==> src/rtl/exe_trace_checker_trace_fifo.sv <==
// Single-clock FIFO holding retired-instruction records awaiting comparison.
// Head is read from the array without a register so a record pushed at edge N is comparable at N+1.
module trace_fifo #(
  parameter int WIDTH = 64,
  parameter int DEPTH = 8
) (
  input  logic             clk,
  input  logic             reset_n,
  input  logic             push,
  input  logic [WIDTH-1:0] push_data,
  input  logic             pop,
  output logic             full,
  output logic             empty,
  output logic [WIDTH-1:0] head
);

  localparam int AW = $clog2(DEPTH);
  localparam logic [AW:0] PTR_ONE = 1;

  logic [AW:0]      wr_ptr_q, wr_ptr_d;
  logic [AW:0]      rd_ptr_q, rd_ptr_d;
  logic [WIDTH-1:0] mem_q [DEPTH];
  logic             do_push, do_pop;

  // Extra pointer MSB distinguishes full from empty when the indices match.
  assign empty   = (wr_ptr_q == rd_ptr_q);
  assign full    = (wr_ptr_q[AW] != rd_ptr_q[AW]) && (wr_ptr_q[AW-1:0] == rd_ptr_q[AW-1:0]);
  assign do_pop  = pop && !empty;
  assign do_push = push && (!full || do_pop);
  assign head    = mem_q[rd_ptr_q[AW-1:0]];

  always_comb begin
    wr_ptr_d = wr_ptr_q;
    rd_ptr_d = rd_ptr_q;
    if (do_push) wr_ptr_d = wr_ptr_q + PTR_ONE;
    if (do_pop)  rd_ptr_d = rd_ptr_q + PTR_ONE;
  end

  always_ff @(posedge clk) begin
    if (!reset_n) begin
      wr_ptr_q <= '0;
      rd_ptr_q <= '0;
    end else begin
      wr_ptr_q <= wr_ptr_d;
      rd_ptr_q <= rd_ptr_d;
    end
  end

  always_ff @(posedge clk) begin
    if (do_push) mem_q[wr_ptr_q[AW-1:0]] <= push_data;
  end

endmodule

==> config.mk <==
export PLATFORM = sky130hd
export DESIGN_NAME = trace_fifo
export DESIGN_NICKNAME = d
export VERILOG_FILES = /design/src/rtl/exe_trace_checker_trace_fifo.sv
export SDC_FILE = /design/constraint.sdc
export NUM_CORES = 1
export LEC_CHECK = 0
export ABC_AREA = 1
export ABC_CLOCK_PERIOD_IN_PS = 4900
export BUFFER_PORTS_ARGS = -buffer_cell sky130_fd_sc_hd__buf_2
export CELL_PAD_IN_SITES_DETAIL_PLACEMENT = 0
export CELL_PAD_IN_SITES_GLOBAL_PLACEMENT = 2
export CORE_UTILIZATION = 35
export CTS_BUF_LIST = sky130_fd_sc_hd__clkbuf_16
export CTS_CLUSTER_SIZE = 20
export DETAILED_ROUTE_END_ITERATION = 8
export HOLD_SLACK_MARGIN = 0.1
export PLACE_DENSITY = 0.68
export RECOVER_POWER = 50
export SYNTH_ARGS = -nofsm -noshare
export SYNTH_HDL_FRONTEND = slang
export SYNTH_SLANG_ARGS = --single-unit
==> constraint.sdc <==
create_clock -name clk -period 4.9 [get_ports clk]
set_clock_uncertainty 0.05 [all_clocks]
set_input_delay 0.98 -clock clk [delete_from_list [all_inputs] [get_ports clk]]
set_output_delay 0.98 -clock clk [all_outputs]
set_load 0.05 [all_outputs]
# ---- Word level (Yosys, flattened, before mapping)
# Memory sizes are Yosys's and may differ from the RTL's. A register that Yosys moved wholly into a read port is not among the register bits.
# Cells that the tools add are included.
dict set report word_totals {
  memories 1
  elab_cells 18
  ram_bits 512
  register_bits 8
}
dict set report classes {
  eq_ne 3
  reduce_logical 6
  muxes 4
  addsub 2
}
# name words width rd rd_ports_with_merged_regs wr line
set memory_table {}
lappend memory_table {mem_q 8 64 1 1 1 22} ;# logic [WIDTH-1:0] mem_q [DEPTH];
# op n
set ops {}
lappend ops {{adder 4 x 1 -> 4 bit, second input constant} 2}
lappend ops {{2-to-1 mux 3 bit} 2}
lappend ops {{== test 4 bit} 1}
lappend ops {{== test 3 bit} 1}
lappend ops {{logical AND 1 bit} 3}
lappend ops {{zero test 1 bit} 2}
lappend ops {{2-to-1 mux 1 bit} 2}
lappend ops {{logical OR 1 bit} 1}
lappend ops {{!= test 1 bit} 1}

# ---- Longest topological paths before layout
# Gate-level depths: netlist of run 1.
dict set report depth {
  depth_word 7
  mapped_depth 9
  mapped_depth_nobuf 9
}

# ---- Worst setup path after synthesis of run 1
# Ideal clock, no wire load.
dict set report synth_timing {
  path_kind {in2reg}
  startpoint {input port pop}
  endpoint {memory mem_q[1][0] (enable)}
  t_arrival_ns 4.014
  cell_stages 4
  setup_time_ns 0.487
  setup_slack_ns 0.349
  path_buffers 0
  path_cell_list {inv_1 > nand4_2 > nand3_1 > nor2_1}
}
dict set report synth_via {
  elab_chain_len 5
}
# item line
set synth_rtl {}
lappend synth_rtl {{from (decl)} 11} ;# input logic pop,
lappend synth_rtl {{logical AND 1 bit} 28} ;# assign do_pop = pop && !empty;
lappend synth_rtl {{logical OR 1 bit} 29} ;# assign do_push = push && (!full || do_pop);
lappend synth_rtl {{logical AND 1 bit} 29}
lappend synth_rtl {{2-to-1 mux 1 bit} 50} ;# if (do_push) mem_q[wr_ptr_q[AW-1:0]] <= push_data;
lappend synth_rtl {{2-to-1 mux 1 bit (implied by the code)} 50}
lappend synth_rtl {{to (decl)} 22}
# No other way between the ends.

==> metrics.txt, run 1 <==
status finished, violations left; failing checks max-capacitance violations, max-slew violations; final worst path period need 4.17 ns; cts repair resizes 0; relative slew slack -8.13%; Die ar. between 50000 and 60000 µm²; Ys Warns 0; combinational share of power 15.3%; Setup CP Type flip-flop to output port; leakage power approximately 8.0 nW; maxcap violations 1; GPL Wtd Cong just over 0.7; FMAX ~0.24 GHz; DRT iter0 DRCs ~640; Post-Syn Area 20400 µm²; vias in the first global route 12.0k; total negative slack 0 ns; worst skew pair latency roughly 0.59 ns; Tightest Pin Transition roughly 1.6 ns; Post-CTS Hold Fix Bufs 0; largest net degree at the start of global routing ~100; Max IR drop VDD between 0.0002 and 0.00025 V; final hold violations 0; DRC 0; synth-to-layout area growth 15.4%; RR Startpoint wr_ptr_q[1]; Vias 12.4k; Die Ht 243 µm; Final period util 85.2%; HP Start rd_ptr_q[3]; Distinct cells, synth 22; worst setup margin 0.726 ns; Die W 243 µm; RSZ-0062 raised after global routing false; Worst EP required a little under 4 ns; CP max FO between 60 and 70; Power Internal 7.63 mW; core footprint ~58000 µm²; CTS buffer count 56; antenna-violating nets left 0; register bit total from synthesis roughly 520; CTS clk-pin slew, worst paths ~0.050 ns; Root Buffer clkbuf_16; Seq pwr share 47.9%; IO buf count 133; Clock power frac approximately 37%; crit path capture type output port; Rows a little under 90; Worst Hold Path EP rd_ptr_q[3]; hpwl dp ~26000 µm; Final Net Count 1790; # H-tree levels 2; pwr/cell area between 400 and 500 nW/µm²; pre-CTS WS between 1 and 1.5 ns; GRT Resource Usage Total 16.9%; Hold Path Class flip-flop to flip-flop; syn avg cell area 12.8 µm²; commonest non-fill, non-tap cell in the layout edfxtp_1; antenna violations before repair 3; fillers around 5.4k; Critical Path AT 3.14 ns; slowest stage delay, CP ~0.84 ns; Psw 3.03 mW; most frequent cells in the layout edfxtp_1 (512), nor2_1 (332), o21ai_0 (243), nand2_1 (213), a21oi_1 (70); final WL between 50000 and 60000 µm; Ports around 130; Post-Syn Instances between 1.5k and 2k; post-DR wirelength/cell roughly 20 µm; first-pass GRT wire length 76000 µm; most frequent CP cell nor2_1; cell count of the worst hold path 2; CP cell instances buf_4, nor2_1, nor2_1, o21ai_0, a31oi_1, buf_2; Slowest-stage cell, CP dfxtp_4; starting density of the core between 30 and 40%; Sw Share 28.4%; register area share after synthesis 76.5%; Pins Over Slew Limit 31; DR vias/cell 4.92; CTS tree yes; clock sinks ~520; Critical Path Start Type flip-flop; # setup viols final 0; r2r worst-path depth 7; layout cells sized above 1 a little over a tenth; Max Root-Sink Buffers 3; Remaining Overflow, GRT 0; Post-CTS Repair Setup Buffers 0; Pre-antenna DRT Iters 5; syn_nets around 1.7k; Reg2Reg Setup Slack 1.68 ns; worst r2r dst mem_q[7][13]
-- cell type report --
type | count | area (µm²) | area share (%)
tap | 765 | 957 | 4.07
sequential | 523 | 15600 | 66.3
antenna | 1 | 2.50 | 0.0106
clock buffer | 57 | 1430 | 6.06
clock inverter | 43 | 268 | 1.14
multi-input combinational | 961 | 4290 | 18.2
inverter | 15 | 63.8 | 0.271
timing repair buffer | 163 | 923 | 3.92
-- cell usage after synthesis (all sizes together) --
cell | count | area share [%]
edfxtp | 512 | 75
a31oi | 64 | 2.0
xor2 | 2 | 0.086
nand3 | 9 | 0.22
nand4 | 1 | 0.061
xnor2 | 3 | 0.13
a21oi | 70 | 1.7
buf | 44 | 1.4
nand2 | 213 | 3.9
nor2 | 339 | 6.3
o21ai | 258 | 6.3
clkbuf | 53 | 0.99
inv | 15 | 0.28
ha | 2 | 0.12
dfxtp | 11 | 1.1
-- worst max-delay path: cells and delay by family, from the launching register on --
| family | cells | cell delay [ns] |
|---|---|---|
| buf+inv | 2 | 0.87 |
| flops | 1 | 0.84 |
| compound gates | 2 | 0.56 |
| simple gates | 2 | 0.20 |
-- how the worst max path moves through the flow --
stage	to	slack, ns	cells after the start
floorplan	mem_q[1][0]	0.35	4
global placement	head[15]	1.21	6
detailed placement	head[15]	1.26	6
CTS	head[15]	0.59	6
global route	head[15]	0.47	6
finish	head[15]	0.73	6
-- through the flow --
stage	instances	util [%]	area, µm²	total power, mW	hold slack, ns
6_report	2528	40.9	23500	10.7	0.483
5_1_grt	2527	40.9	23500	11.1	0.520
4_1_cts	2527	41.0	23600	10.8	0.481
3_5_place_dp	2427	38.1	21900	6.87	0.474
3_3_place_gp	2427	38.1	21900	6.87	0.469
2_1_floorplan	1596	-	20400	6.36	0.447
-- power by group through the flow --
stage          Sequential, mW  Combinational (mW)  Clock [mW]
2_1_floorplan            5.15                1.22           0
3_3_place_gp             5.20                1.67           0
3_5_place_dp             5.20                1.67           0
4_1_cts                  5.11                1.67        4.02
5_1_grt                  5.12                1.78        4.20
6_report                 5.11                1.64        3.92
-- cells by family (layout without fill, tap and decap cells) --
kind of cell               Yosys count  in the layout  share of synthesized area, %
xor gates and xnor gates             5              5                         0.215
buffers and inverters              112            278                          2.71
AOI/OAI and AO/OA                  392            392                          10.0
other                                0              1                             0
DFF                                523            523                          76.5
adders and majority gates            2              2                         0.123
and+or+nand+nor                    562            562                          10.5
-- flip-flops by register name, summed over array words and instances (netlist names), named ones only --
name,flops
wr_ptr_q,4
rd_ptr_q,4
mem_q,512
-- per-layer routing --
layer	part of all wire [%]	GRT usage (%)	up-vias	routed length (µm)
li1	-	-	5986	-
met1	47	23.5	6144	23500
met2	47	27.0	232	23500
met3	4.2	3.22	72	2130
met4	2.0	4.44	4	1010
met5	0.046	0	-	23
(Power assumes the default switching activity.)
==> run 2: changes to the inputs <==
CORE_UTILIZATION = 42   (was 35)
PLACE_DENSITY = 0.79   (was 0.68)
SKIP_CTS_REPAIR_TIMING = 1   (was not set)
==> run 2 against run 1 <==
  * The flow still finishes with violations (max-capacitance violations, max-slew violations)
  * First-iteration DRC count rose by 47%
  * Utilization rose by 8.0 points
  * Largest cell class unchanged
  * Worst setup slack improved by 0.34 ns
  * Global-route usage rose by 2.9 points
  * Sequential power fell by 1%
  * Worst hold slack improved by 0.019 ns
  * Power rose by 0.66%
  * Critical endpoint is now head[25]
  * Sequential share of layout area rose by 0.49 points
  * Register-to-register slack got worse by 0.18 ns
  * Via count rose by 0.71%
  * Critical path type unchanged
  * Routed wire length fell by 2.7%
  * Critical path depth did not move
==> metrics.txt, run 2 (synthesis gave the netlist of run 1 again) <==
status finished, violations left (unchanged); failing checks max-capacitance violations, max-slew violations (unchanged); CTS clk-pin slew, worst paths 0.06 ns (was 0.05 ns); fillers 4280 (was 5415); Layout Cells excl Fill 2372 (was 2528); hpwl dp 23900 µm (was 25600 µm); antenna violations before repair 4 (was 3); clock sinks 523 (unchanged); IO buf count 133 (unchanged); Die W 222 µm (was 243 µm); Die ar. 49400 µm² (was 59200 µm²); Rows 80 (was 88); combinational share of power 15.5% (was 15.3%); layout cells sized above 1 10.2% (was 10.4%); synth-to-layout area growth 14.6% (was 15.4%); Root Buffer clkbuf_16 (unchanged); Tightest Pin Transition 1.60 ns (was 1.62 ns); CTS tree yes (unchanged); starting density of the core 42.6% (was 35.4%); # H-tree levels 2 (unchanged); crit path capture type output port (unchanged); Max IR drop VDD 0.000271 V (was 0.000248 V); dpl cell area 21700 µm² (was 21900 µm²); final core utilization 48.8% (was 40.9%); Largest register FFs 512 (unchanged); Psw 3.01 mW (was 3.03 mW); post-DR wirelength/cell 20.6 µm (was 19.8 µm); Pre-antenna DRT Iters 5 (unchanged); Hold Path Class flip-flop to flip-flop (unchanged); GRT Resource Usage Total 19.8% (was 16.9%); final WL 48800 µm (was 50200 µm); minimum hold slack 0.502 ns (was 0.483 ns); core footprint 47800 µm² (was 57600 µm²); Remaining Overflow, GRT 0 (unchanged); worst setup margin 1.06 ns (was 0.726 ns); Setup CP Type flip-flop to output port (unchanged); Seq pwr share 47.1% (was 47.9%); leakage power 7.96 nW (was 7.97 nW); worst skew pair latency 0.59 ns (about the same); # setup viols final 0 (unchanged); Max Root-Sink Buffers 3 (unchanged); Critical Path Start Type flip-flop (unchanged); DRT iter0 DRCs 935 (was 638); Sw Share 28.1% (was 28.4%); vias in the first global route 12.3k (was 12.0k); n_diodes 0 (was 1); Clock power frac 37.4% (was 36.8%); first-pass GRT wire length 74400 µm (was 76000 µm); DRC 0 (unchanged); FMAX 0.261 GHz (was 0.240 GHz); total power 10.7 mW (about the same); Vias 12.5k (was 12.4k); maxcap violations 2 (was 1); relative slew slack -7.16% (was -8.13%); Ports 134 (unchanged); Final Net Count 1784 (was 1790); Final period util 78.3% (was 85.2%); total negative slack 0 ns (unchanged); commonest non-fill, non-tap cell in the layout edfxtp_1 (unchanged); design area 23400 µm² (was 23500 µm²); Worst EP required 3.87 ns (about the same); Power Internal 7.72 mW (was 7.63 mW); Pins Over Slew Limit 11 (was 31); RSZ-0062 raised after global routing false (unchanged); final hold violations 0 (unchanged); CP max FO 78 (was 65); antenna-violating nets left 0 (unchanged); Critical Path AT 2.81 ns (was 3.14 ns); Placed Cells 2273 (was 2427); final worst path period need 3.84 ns (was 4.17 ns); CTS buffer count 54 (was 56); most frequent cells in the layout edfxtp_1 (512), nor2_1 (333), o21ai_0 (243), nand2_1 (213), a21oi_1 (70) (was edfxtp_1 (512), nor2_1 (332), o21ai_0 (243), nand2_1 (213), a21oi_1 (70)); GPL Wtd Cong 0.726 (was 0.704); pre-CTS WS 1.64 ns (was 1.26 ns); largest net degree at the start of global routing 169 (was 104); pwr/cell area 459 nW/µm² (was 453 nW/µm²); DR vias/cell 5.28 (was 4.92); Die Ht 222 µm (was 243 µm)
## run 2: cell count changes in the layout (fill, tap and decap cells not counted), moves of 2 or more
cell / previous run / this run
clkinvlp_4: 1 / 3
buf_12: 9 / 11
clkbuf_16: 57 / 55
bufinv_16: 3 / 6
inv_1: 24 / 22
buf_4: 21 / 15
## run 2: layout make-up
| type | count | area, µm² | share of cell area (%) |
|---|---|---|---|
| timing repair buffer | 159 | 918 | 3.93 |
| tap | 615 | 769 | 3.29 |
| multi-input combinational | 961 | 4280 | 18.3 |
| clock buffer | 55 | 1380 | 5.89 |
| clock inverter | 44 | 348 | 1.49 |
| inverter | 15 | 63.8 | 0.273 |
| sequential | 523 | 15600 | 66.8 |
## run 2: path summary, 6_finish.rpt
path,end,cells past startpoint,slack (ns),from
worst max-delay path,head[25],6,1.06,flip-flop
worst min register to register,flip-flop,2,0.50,rd_ptr_q[2]
worst max register to register,mem_q[1][42],7,1.50,wr_ptr_q[1]
worst min-delay path,flip-flop,2,0.50,rd_ptr_q[2]
## run 2: power by group through the flow
stage	registers [mW]	clock network, mW	logic [mW]
floorplan	5.15	0	1.22
global placement	5.15	0	1.69
detailed placement	5.15	0	1.69
CTS	5.06	4.10	1.70
global route	5.06	4.27	1.81
finish	5.06	4.01	1.66
## run 2: layer usage
metal	routed length, µm	GRT usage, %
met1	21800	26.8
met2	23200	32.4
met3	2640	3.81
met4	1020	5.92
met5	55	0
## run 2: critical path: stages, from the launching register on
cell and delay (ns):
dfxtp_4 0.45, buf_4 0.69, o21ai_0 0.22, o21ai_0 0.21, a21oi_1 0.07, a31oi_1 0.21, buf_2 0.31
